**config.mk**
```make
export PLATFORM = sky130hd
export DESIGN_NAME = loopback_status_pack
export DESIGN_NICKNAME = d
export VERILOG_FILES = /design/src/rtl/loopback_status_pack.sv
export SDC_FILE = /design/constraint.sdc
export NUM_CORES = 1
export LEC_CHECK = 0
export ABC_AREA = 1
export CORE_MARGIN = 4
export CORE_UTILIZATION = 54
export CTS_CLUSTER_SIZE = 14
export DETAILED_ROUTE_END_ITERATION = 10
export PLACE_DENSITY = 0.81
export SYNTH_ARGS = -nofsm -noshare
export SYNTH_HDL_FRONTEND = slang
export SYNTH_SLANG_ARGS = --single-unit
```
**constraint.sdc**
```tcl
create_clock -name user_clk -period 2.3 [get_ports user_clk]
set_input_delay 0.23 -clock user_clk [delete_from_list [all_inputs] [get_ports user_clk]]
set_output_delay 0.23 -clock user_clk [all_outputs]
set_load 0.02 [all_outputs]
```
**src/rtl/loopback_status_pack.sv**
```systemverilog
// Loopback link status: debounced link FSM, good/bad frame counters and sticky error bits packed into one word.
// Build with LOOPBACK_STATUS_TIMEOUT_EN defined to add the idle-timeout sticky bit (status_word[28]).
module loopback_status_pack #(
    parameter int DEBOUNCE_LEN = 1024,
    parameter int TIMEOUT_LEN  = 1048576
) (
    input  logic        user_clk,
    input  logic        user_rst,
    input  logic        link_raw,
    input  logic        rx_valid,
    input  logic        rx_eof,
    input  logic        rx_bad,
    input  logic        rx_overrun,
    input  logic        stat_clr,
    output logic [31:0] status_word
);

    typedef enum logic [1:0] {
        ST_DOWN      = 2'b00,
        ST_UP_PEND   = 2'b01,
        ST_UP        = 2'b10,
        ST_DOWN_PEND = 2'b11
    } link_state_t;

    // The cycle that leaves DOWN/UP already counts as the first stable cycle,
    // so the pending state exits when its counter has seen DEBOUNCE_LEN-2 more.
    localparam int          DB_LAST_INT = (DEBOUNCE_LEN > 1) ? DEBOUNCE_LEN - 2 : 0;
    localparam logic [15:0] DB_LAST     = 16'(DB_LAST_INT);
    localparam logic        DB_ONE      = (DEBOUNCE_LEN == 1);
    localparam logic [23:0] TO_LEN      = 24'(TIMEOUT_LEN);

    link_state_t r_state;
    link_state_t w_state_nxt;
    logic [15:0] r_stab_cnt;
    logic [15:0] w_stab_nxt;

    logic [15:0] r_good_cnt;
    logic [7:0]  r_bad_cnt;
    logic        r_sticky_ovr;
    logic        r_sticky_bad;
    logic        w_sticky_to;

    logic        w_eof_q;
    logic        w_good_ev;
    logic        w_bad_ev;
    logic        w_ovr_ev;
    logic [15:0] w_good_base;
    logic [7:0]  w_bad_base;
    logic [1:0]  w_state_code;

    assign w_eof_q     = rx_valid & rx_eof;
    assign w_good_ev   = w_eof_q & ~rx_bad;
    assign w_bad_ev    = w_eof_q & rx_bad;
    assign w_ovr_ev    = rx_valid & rx_overrun;
    assign w_good_base = stat_clr ? 16'd0 : r_good_cnt;
    assign w_bad_base  = stat_clr ? 8'd0 : r_bad_cnt;

    // Link FSM: state register
    always_ff @(posedge user_clk) begin
        if (user_rst) begin
            r_state    <= ST_DOWN;
            r_stab_cnt <= 16'd0;
        end else begin
            r_state    <= w_state_nxt;
            r_stab_cnt <= w_stab_nxt;
        end
    end

    // Link FSM: next state and stability counter
    always_comb begin
        w_state_nxt = r_state;
        w_stab_nxt  = r_stab_cnt;
        case (r_state)
            ST_DOWN: begin
                if (link_raw) begin
                    if (DB_ONE) w_state_nxt = ST_UP;
                    else        w_state_nxt = ST_UP_PEND;
                end
            end
            ST_UP_PEND: begin
                if (!link_raw)                  w_state_nxt = ST_DOWN;
                else if (r_stab_cnt == DB_LAST) w_state_nxt = ST_UP;
                else                            w_stab_nxt  = r_stab_cnt + 16'd1;
            end
            ST_UP: begin
                if (!link_raw) begin
                    if (DB_ONE) w_state_nxt = ST_DOWN;
                    else        w_state_nxt = ST_DOWN_PEND;
                end
            end
            ST_DOWN_PEND: begin
                if (link_raw)                   w_state_nxt = ST_UP;
                else if (r_stab_cnt == DB_LAST) w_state_nxt = ST_DOWN;
                else                            w_stab_nxt  = r_stab_cnt + 16'd1;
            end
            default: w_state_nxt = ST_DOWN;
        endcase
        if (w_state_nxt != r_state) w_stab_nxt = 16'd0;
    end

    // Counters and sticky bits; an event in the same cycle as stat_clr survives the clear.
    always_ff @(posedge user_clk) begin
        if (user_rst) begin
            r_good_cnt   <= 16'd0;
            r_bad_cnt    <= 8'd0;
            r_sticky_ovr <= 1'b0;
            r_sticky_bad <= 1'b0;
        end else begin
            r_good_cnt <= w_good_base + {15'd0, w_good_ev};
            if (w_bad_ev && (w_bad_base != 8'hFF)) r_bad_cnt <= w_bad_base + 8'd1;
            else                                   r_bad_cnt <= w_bad_base;
            r_sticky_ovr <= w_ovr_ev | (r_sticky_ovr & ~stat_clr);
            r_sticky_bad <= w_bad_ev | (r_sticky_bad & ~stat_clr);
        end
    end

`ifdef LOOPBACK_STATUS_TIMEOUT_EN
    logic [23:0] r_idle_cnt;
    logic        r_sticky_to;
    logic        w_to_hit;

    // Sticky sets only on the step that brings the idle count to TIMEOUT_LEN; the count then holds.
    assign w_to_hit = (r_state == ST_UP) && !w_eof_q && (r_idle_cnt == TO_LEN - 24'd1);

    always_ff @(posedge user_clk) begin
        if (user_rst) begin
            r_idle_cnt  <= 24'd0;
            r_sticky_to <= 1'b0;
        end else begin
            if ((r_state != ST_UP) || w_eof_q) r_idle_cnt <= 24'd0;
            else if (r_idle_cnt != TO_LEN)     r_idle_cnt <= r_idle_cnt + 24'd1;
            r_sticky_to <= w_to_hit | (r_sticky_to & ~stat_clr);
        end
    end

    assign w_sticky_to = r_sticky_to;
`else
    logic w_unused_timeout;
    assign w_unused_timeout = ^TO_LEN;
    assign w_sticky_to      = 1'b0;
`endif

    assign w_state_code = r_state;
    assign status_word  = {w_state_code[1], r_sticky_ovr, r_sticky_bad, w_sticky_to,
                           w_state_code, 2'b00, r_bad_cnt, r_good_cnt};

endmodule
```
# --- After elaboration in Yosys (flattened, before gate mapping) ---
# Index checks and enable logic that the tools add are counted.
totals:
  register_bits: 44
op_classes:
  n_eq_ne: 8
  n_reduce_logical: 5
  muxes: 14
  add_sub_neg: 3
  bitwise_logic: 10
ops:
  columns: ["operator", "count"]
  rows:
  - ["$mux 16", 4]
  - ["$pmux 16 s2", 1]
  - ["$add 16x1->16", 1]
  - ["$add 16x1->16 const B", 1]
  - ["$eq 16x10->1 const B", 1]
  - ["$mux 8", 2]
  - ["$mux 2", 6]
  - ["$add 8x1->8 const B", 1]
  - ["$ne 8x8->1 const B", 1]
  - ["$pmux 2 s4", 1]
  - ["$and 1x1->1", 6]
  - ["$eq 2x2->1 const B", 2]
  - ["$ne 2x2->1 const B", 2]
  - ["$reduce_and 3->1", 1]
  - ["$eq 2x1->1 const B", 1]
  - ["$logic_not 2->1", 1]
  - ["$ne 2x2->1", 1]
  - ["$not 1->1", 2]
  - ["$or 1x1->1", 2]
  - ["$reduce_bool 2->1", 1]
  - ["$reduce_or 2->1", 1]
  - ["$logic_and 1x1->1", 1]

# --- Depth between registers and ports, before layout ---
# Gate-level depths: netlist of run 1.
logic_depth:
  ltp_word: 6
  mapped_depth: 12

# --- Worst setup path after synthesis of run 1 ---
# No wires, ideal clock.
synth_path:
  path_kind: "reg2reg"
  from: "reg r_bad_cnt[1]"
  to: "reg r_bad_cnt[7]"
  slack_ns: 0.626
  t_arrival_ns: 1.561
  required_ns: 2.186
  path_stages_with_launch: 11
  setup_time_ns: 0.114
  cell_sequence: "dfxtp_1 -> inv_1 -> nor2_1 -> ha_1 -> inv_1 -> nor3_4 -> nand2_1 -> nand2_1 -> inv_1 -> a21oi_1 -> nor2_1"
synth_via:
  elab_chain_cells: 4
synth_lines:
  columns: ["element", "line_no", "text"]
  rows:
  - ["start: declaration", "38", "logic [7:0] r_bad_cnt;"]
  - ["start signal: assignment", "110", "if (w_bad_ev && (w_bad_base != 8'hFF)) r_bad_cnt <= w_bad_base + 8'd1;"]
  - ["start signal: assignment", "111", "else r_bad_cnt <= w_bad_base;"]
  - ["$mux 8 (*)", "56", "assign w_bad_base = stat_clr ? 8'd0 : r_bad_cnt;"]
  - ["branches (longest 2 deep; another with $add 8x1->8)", null, null]
  - ["$mux 8 (*)", "110", null]
# Mark *: on every way between the ends.
# A chain may end at the register's enable or synchronous reset.

# --- Final worst setup path of run 1 ---
layout_path:
  from: "in stat_clr"
  to: "reg r_bad_cnt[7]"
layout_via:
  elab_chain_cells: 4
layout_lines:
  columns: ["element", "line_no", "text"]
  rows:
  - ["start: declaration", "14", "input logic stat_clr,"]
  - ["$mux 8 (*)", "56", null]
  - ["branches (longest 2 deep; another with $add 8x1->8)", null, null]
  - ["$mux 8 (*)", "110", null]
# Marks and branches as above.

==> impl_metrics.csv, run 1 <==
group,metric,value,unit
status,status,"completed",
floorplan,core-area,0.00479,mm²
sta,hold_violations,0,
cts,clkLatencyLatePin,300,ps
drt,wire_per_inst,11.1,µm
worst_setup_path,worstSetupPathType,"in -> reg",
cts,cts_hold_buf,0,
synthesis,yosysMostFrequentCell,"nand2_1",
cts,cts_tree,"yes",
grt,grt_max_degree,17,
min_path,hp-class,"reg -> reg",
synthesis,yosys_warnings,0,
placement,gp_congestion,0.880,
synthesis,synth_commonest_cells,"nand2_1 (102), nor2_1 (68), inv_1 (59)",
synthesis,ys_seq_area_share,32.7,%
sta,timing.fmax,0.531,GHz
floorplan,dieWidth,78.7,µm
synthesis,async_reset_ff_share,0,%
power,p_total,1.33,mW
cts,cts_max_level,2,
cells_and_area,final_nets,455,
floorplan,core.rowCount,25,
cells_and_area,antenna_cells,0,
worst_setup_path,required,2500,ps
cts,cts_setup_buffers,0,
sta,slew_headroom,66.6,%
grt,antenna_found_initial,0,
drt,drtIter0Drc,148,
grt,grt_pass1_vias,2292,
grt,grtUsageTotal,20.1,%
sta,post-route-period-util,81.9,%
drt,drtPass1Iterations,5,
sta,whs,475,ps
run,drv_cap,0,
synthesis,syn_avg_cell_area,6.61,µm²
synthesis,ys_top_cells_by_area,"dfxtp_1 (33%), nand2_1 (14%), nor2_1 (9.5%), inv_1 (8.2%), nand3_1 (4.5%)",
cts,ctsResizeCount,0,
sta,worst_slew_pin_slew,500,ps
synthesis,syn_inst,408,
worst_setup_path,cp-start-kind,"primary input",
drt,ant_nets,0,
synthesis,synth-seq-cells,44,
worst_setup_path,cp.arrival,2080,ps
drt,via_count,2530,
floorplan,pin_count,40,
cells_and_area,fill_cells,449,
power,leakagePower,1.22,nW
synthesis,synth_cell_types,31,
cts,cts_sinks,44,
cells_and_area,drive_above_1_share,8.60,%
drt,drc_errors,0,
cells_and_area,syn_to_final_growth,15.5,%
sta,finalSetupViolations,0,
floorplan,start_util,56.3,%
grt,grt_pass1_wl,10000,µm
synthesis,yosysTopAreaCell,"dfxtp_1",
drt,drt_wl_total,5660,µm
cts,cts_root_buf,"clkbuf_8",
placement,io_buffers,36,
synthesis,synth_top_flop_cell,"dfxtp_1",
synthesis,synth.top_cell.area_share,32.7,%
grt,overflow,0,
floorplan,die_h,78.7,µm
power,p_per_area,428,mW/mm²
synthesis,synthesis.area,0.00270,mm²
synthesis,synth_edf_count,0,
drt,post_drt_via_cell_ratio,4.97,
sta,skew,3.37,ps
cts,cts_max_path_buffers,2,
floorplan,dieArea,0.00619,mm²
cts,clkSlewWorstSetupHoldPaths,80,ps
sta,final.setup.tns,0,ps
sta,rsz0062_at_grt,"false",
worst_setup_path,crit_path_end_kind,"flip-flop",
worst_setup_path,r2r_slack,540,ps
power,ir_drop,0.000269,V
sta,slew_violations,0,
cts,cts_made_buffers,5,
placement,dp_hpwl,4150,µm
worst_setup_path,path_max_fanout,8,
sta,layout_min_cycle_time,1880,ps
## path summary, 6_finish.rpt
path                start            to  depth (start not counted)
min          r_sticky_ovr  r_sticky_ovr                          2
min reg2reg  r_sticky_ovr  r_sticky_ovr                          2
max              stat_clr  r_bad_cnt[7]                         10
max reg2reg  r_bad_cnt[0]  r_bad_cnt[7]                         10
## area by class of cell
type / instances / area [µm²] / share of cell area (%)
Sequential cell: 44 / 881 / 28.3
Inverter: 64 / 243 / 7.79
Clock inverter: 1 / 5.00 / 0.161
Tap cell: 67 / 83.8 / 2.69
Clock buffer: 6 / 72.6 / 2.33
Multi-Input combinational cell: 288 / 1450 / 46.5
Timing Repair Buffer: 39 / 383 / 12.3
## registers in the layout, indices dropped and copies added (netlist names)
| name | cells |
|---|---|
| r_good_cnt | 16 |
| r_sticky_ovr | 1 |
| r_state | 2 |
| r_bad_cnt | 8 |
| r_sticky_bad | 1 |
| r_stab_cnt | 16 |
## power by group
part	leakage (nW)	internal [mW]	switching [mW]
registers	0.355	0.766	0.00356
logic	0.819	0.0337	0.0652
clock network	0.0410	0.207	0.258
## metrics by stage
stage	setup slack (ps)	cell area [µm²]	instances	utilization, %
2_1_floorplan	626	2700	410	-
4_1_cts	428	3120	509	65.1
6_report	417	3120	509	65.1
5_1_grt	228	3120	509	65.1
3_5_place_dp	110	3040	502	63.5
3_3_place_gp	180	3040	502	63.5
## layer usage
| metal | share of wire, % | track usage [%] | vias up | wire (µm) |
|---|---|---|---|---|
| met3 | 6.6 | 4.70 | 7 | 372 |
| met4 | 1.1 | 7.34 | 0 | 61 |
| met2 | 43 | 30.1 | 87 | 2420 |
| met1 | 50 | 28.0 | 1104 | 2810 |
| met5 | 0 | 0 | - | 0 |
| li1 | - | - | 1332 | - |
## critical path: stages
cell,delay [ps]
clkdlybuf4s50_1,550
nor2_1,240
ha_1,170
inv_1,80
nor3_4,210
nand2_1,110
nand2_1,150
inv_1,140
a21oi_1,150
nor2_1,50
## cell families after synthesis
family	share of synthesized area (%)
AND/OR/NAND/NOR	39.4
AO/OA/AOI/OAI	8.31
flip-flops	32.7
other	0.139
adder cells (fa/ha/maj)	2.32
buffers and inverters	13.9
XOR/XNOR	3.25
## placed cells by master (no fill, tap or decap), drive strengths merged
master         netlist  layout
nor3b                1       1
a21oi               27      27
conb                 1       3
o21ai               12      12
inv                 63      63
ha                   5       5
nor3                 2       2
nand4               15      15
buf                 12       3
dfxtp               44      44
nand2              110     110
nor2                77      77
and2                 1       1
clkdlybuf4s50        0      36
o22ai                1       1
nand3               24      24
xnor2                5       5
xor2                 5       5
clkbuf               2       6
clkinv               1       2
No activity file was read; power rests on OpenSTA's default activity.
==> run 2, diff against run 1 <==
- CORE_UTILIZATION: 54 -> 49
- PLACE_DENSITY: 0.81 -> 0.77
- clock period: 2.3 -> 1.52 ns (I/O delays scaled with it)
==> impl_metrics.csv, run 2 (synthesis gave the netlist of run 1 again) <==
group,metric,value,unit
status,status,"finished with violations",
status,violations,"setup timing",
cts,clkSlewWorstSetupHoldPaths,80,ps
cells_and_area,drive_above_1_share,21.6,%
power,leakagePower,1.50,nW
cts,cts_tree,"yes",
floorplan,pin_count,40,
floorplan,dieWidth,82.2,µm
floorplan,core-area,0.00520,mm²
drt,drtPass1Iterations,4,
sta,hold_violations,0,
cts,clkLatencyLatePin,290,ps
worst_setup_path,worstSetupPathType,"in -> reg",
worst_setup_path,crit_family,"simple AND/OR/NAND/NOR gates",
power,comb_power_share,8.6,%
worst_setup_path,crit_path_end_kind,"flip-flop",
worst_setup_path,max_stage_delay,480,ps
cells_and_area,final_cell_mix,"nand2_1 (99), nor2_1 (60), inv_1 (57)",
placement,dp_hpwl,4810,µm
min_path,hold_depth,3,
cts,cts_max_level,2,
drt,ant_nets,0,
cells_and_area,antenna_cells,0,
power,switchingPower,0.507,mW
worst_setup_path,path_max_fanout,5,
sta,skew,8.16,ps
worst_setup_path,crit_chain,"clkdlybuf4s50_1, nand2_1, nor2_1, ha_2, ha_4, nand3_4, inv_4, nand2_4, nor2_2, nand2_1, nand2_1, nor2_1",
floorplan,dieArea,0.00675,mm²
worst_setup_path,reg2reg_depth,7,
grt,grt_max_degree,17,
grt,grtUsageTotal,20.4,%
worst_setup_path,r2r_start,"r_good_cnt[2]",
sta,post-route-period-util,101,%
floorplan,start_util,51.8,%
min_path,hp-class,"in -> reg",
cts,cts_max_path_buffers,2,
sta,whs,428,ps
grt,overflow,0,
sta,rsz0062_at_grt,"true",
cells_and_area,design_area,0.00355,mm²
placement,io_buffers,36,
worst_setup_path,cp_slowest_cell,"clkdlybuf4s50_1",
cells_and_area,top_regs,"r_good_cnt x16, r_stab_cnt x16, r_bad_cnt x8",
grt,antenna_found_initial,0,
cells_and_area,final_cell_count_no_fill,552,
run,drv_cap,0,
drt,drc_errors,0,
worst_setup_path,cp_num_buf_inv,2,
sta,setup_ws,-9.57,ps
drt,wire_per_inst,12.2,µm
drt,drtIter0Drc,180,
cts,cts_made_buffers,5,
power,p_clk_share,36.2,%
power,p_total,2.11,mW
power,ir_drop,0.000556,V
grt,grt_pass1_wl,10900,µm
sta,finalSetupViolations,2,
worst_setup_path,cp.arrival,1730,ps
grt,grt_pass1_vias,2514,
sta,slew_violations,0,
power,p_int,1.60,mW
drt,drt_wl_total,6760,µm
cts,cts_root_buf,"clkbuf_8",
placement,dpl_cell_area,0.00333,mm²
cells_and_area,final_nets,494,
drt,post_drt_via_cell_ratio,5.01,
placement,gp_congestion,0.865,
cells_and_area,syn_to_final_growth,31.5,%
placement,place_inst,541,
power,p_sw_share,24.0,%
sta,layout_min_cycle_time,1530,ps
placement,dp_worst_setup_slack,-405,ps
drt,via_count,2765,
cells_and_area,final_common_cell,"nand2_1",
min_path,hold_start,"rx_overrun",
floorplan,die_h,82.2,µm
power,seq_power_share,55.2,%
power,p_per_area,594,mW/mm²
cts,cts_sinks,44,
floorplan,core.rowCount,26,
worst_setup_path,cpMostUsedCell,"nand2_1",
min_path,hold_path_end,"r_sticky_ovr",
sta,timing.fmax,0.654,GHz
worst_setup_path,r2r_slack,0,ps
worst_setup_path,r2r_end,"r_good_cnt[9]",
worst_setup_path,required,1720,ps
worst_setup_path,cp-start-kind,"primary input",
-- run 2: changes by cell type in the layout (fill, tap and decap cells not counted), moves of 3 or more --
cell | before | now
nand3_1 | 24 | 20
buf_4 | 3 | 42
nand2_1 | 102 | 99
nand3_2 | 0 | 3
dlygate4sd2_1 | 0 | 3
nor2_1 | 68 | 60
clkdlybuf4s50_1 | 36 | 29
dfxtp_1 | 44 | 39
ha_1 | 5 | 2
dfxtp_2 | 0 | 5
dlymetal6s2s_1 | 0 | 4
nor2_2 | 3 | 9
-- run 2: final cells by class --
type,instances,area [µm²]
Fill cell,450,1660
Multi-Input combinational cell,288,1550
Sequential cell,44,887
Timing Repair Buffer,78,682
Inverter,64,248
Clock buffer,8,90.1
Tap cell,70,87.6
-- run 2: worst max-delay path by stage --
stage,slack (ps),from,cells past startpoint,endpoint
floorplan,3,r_bad_cnt[1],10,r_bad_cnt[7]
global placement,-320,stat_clr,10,r_good_cnt[9]
detailed placement,-410,stat_clr,11,r_good_cnt[15]
CTS,-10,rx_valid,12,r_good_cnt[10]
global route,-170,r_good_cnt[4],8,r_good_cnt[10]
finish,-10,rx_valid,12,r_good_cnt[10]
-- run 2: worst min-delay path: stages --
cell and delay (ps):
clkdlybuf4s50_1 400, nand2_1 60, a21oi_1 60
-- run 2: metal layers --
layer  vias to the layer above  wire length [µm]  GRT usage [%]  share of wire, %
li1                       1403                 -              -                 -
met1                      1283              3070           26.8                45
met2                        69              3260           33.3                48
met3                        10               335           4.66               5.0
met4                         0                87           6.31               1.3
met5                         -                 0              0                 0
-- run 2: what timing repair did --
action	in CTS	in global routing
resized for setup	8	27
pin swaps	0	7
setup endpoints to repair	29	36
hold buffers	0	0
setup buffers	0	3
-- run 2: power by group through the flow --
stage	registers, mW	clock network (mW)	logic, mW
3_5_place_dp	1.19	0	0.175
3_3_place_gp	1.19	0	0.172
2_1_floorplan	1.20	0	0.117
5_1_grt	1.17	0.826	0.198
6_report	1.16	0.762	0.181
4_1_cts	1.16	0.777	0.178
-- run 2: metrics by stage --
stage / util (%) / TNS, ps
after global placement: 63.9 / -7780
final: 68.1 / -16.8
after global routing: 68.1 / -849
after floorplan: - / 0
after CTS: 65.8 / -12.2
after detailed placement: 63.9 / -9500
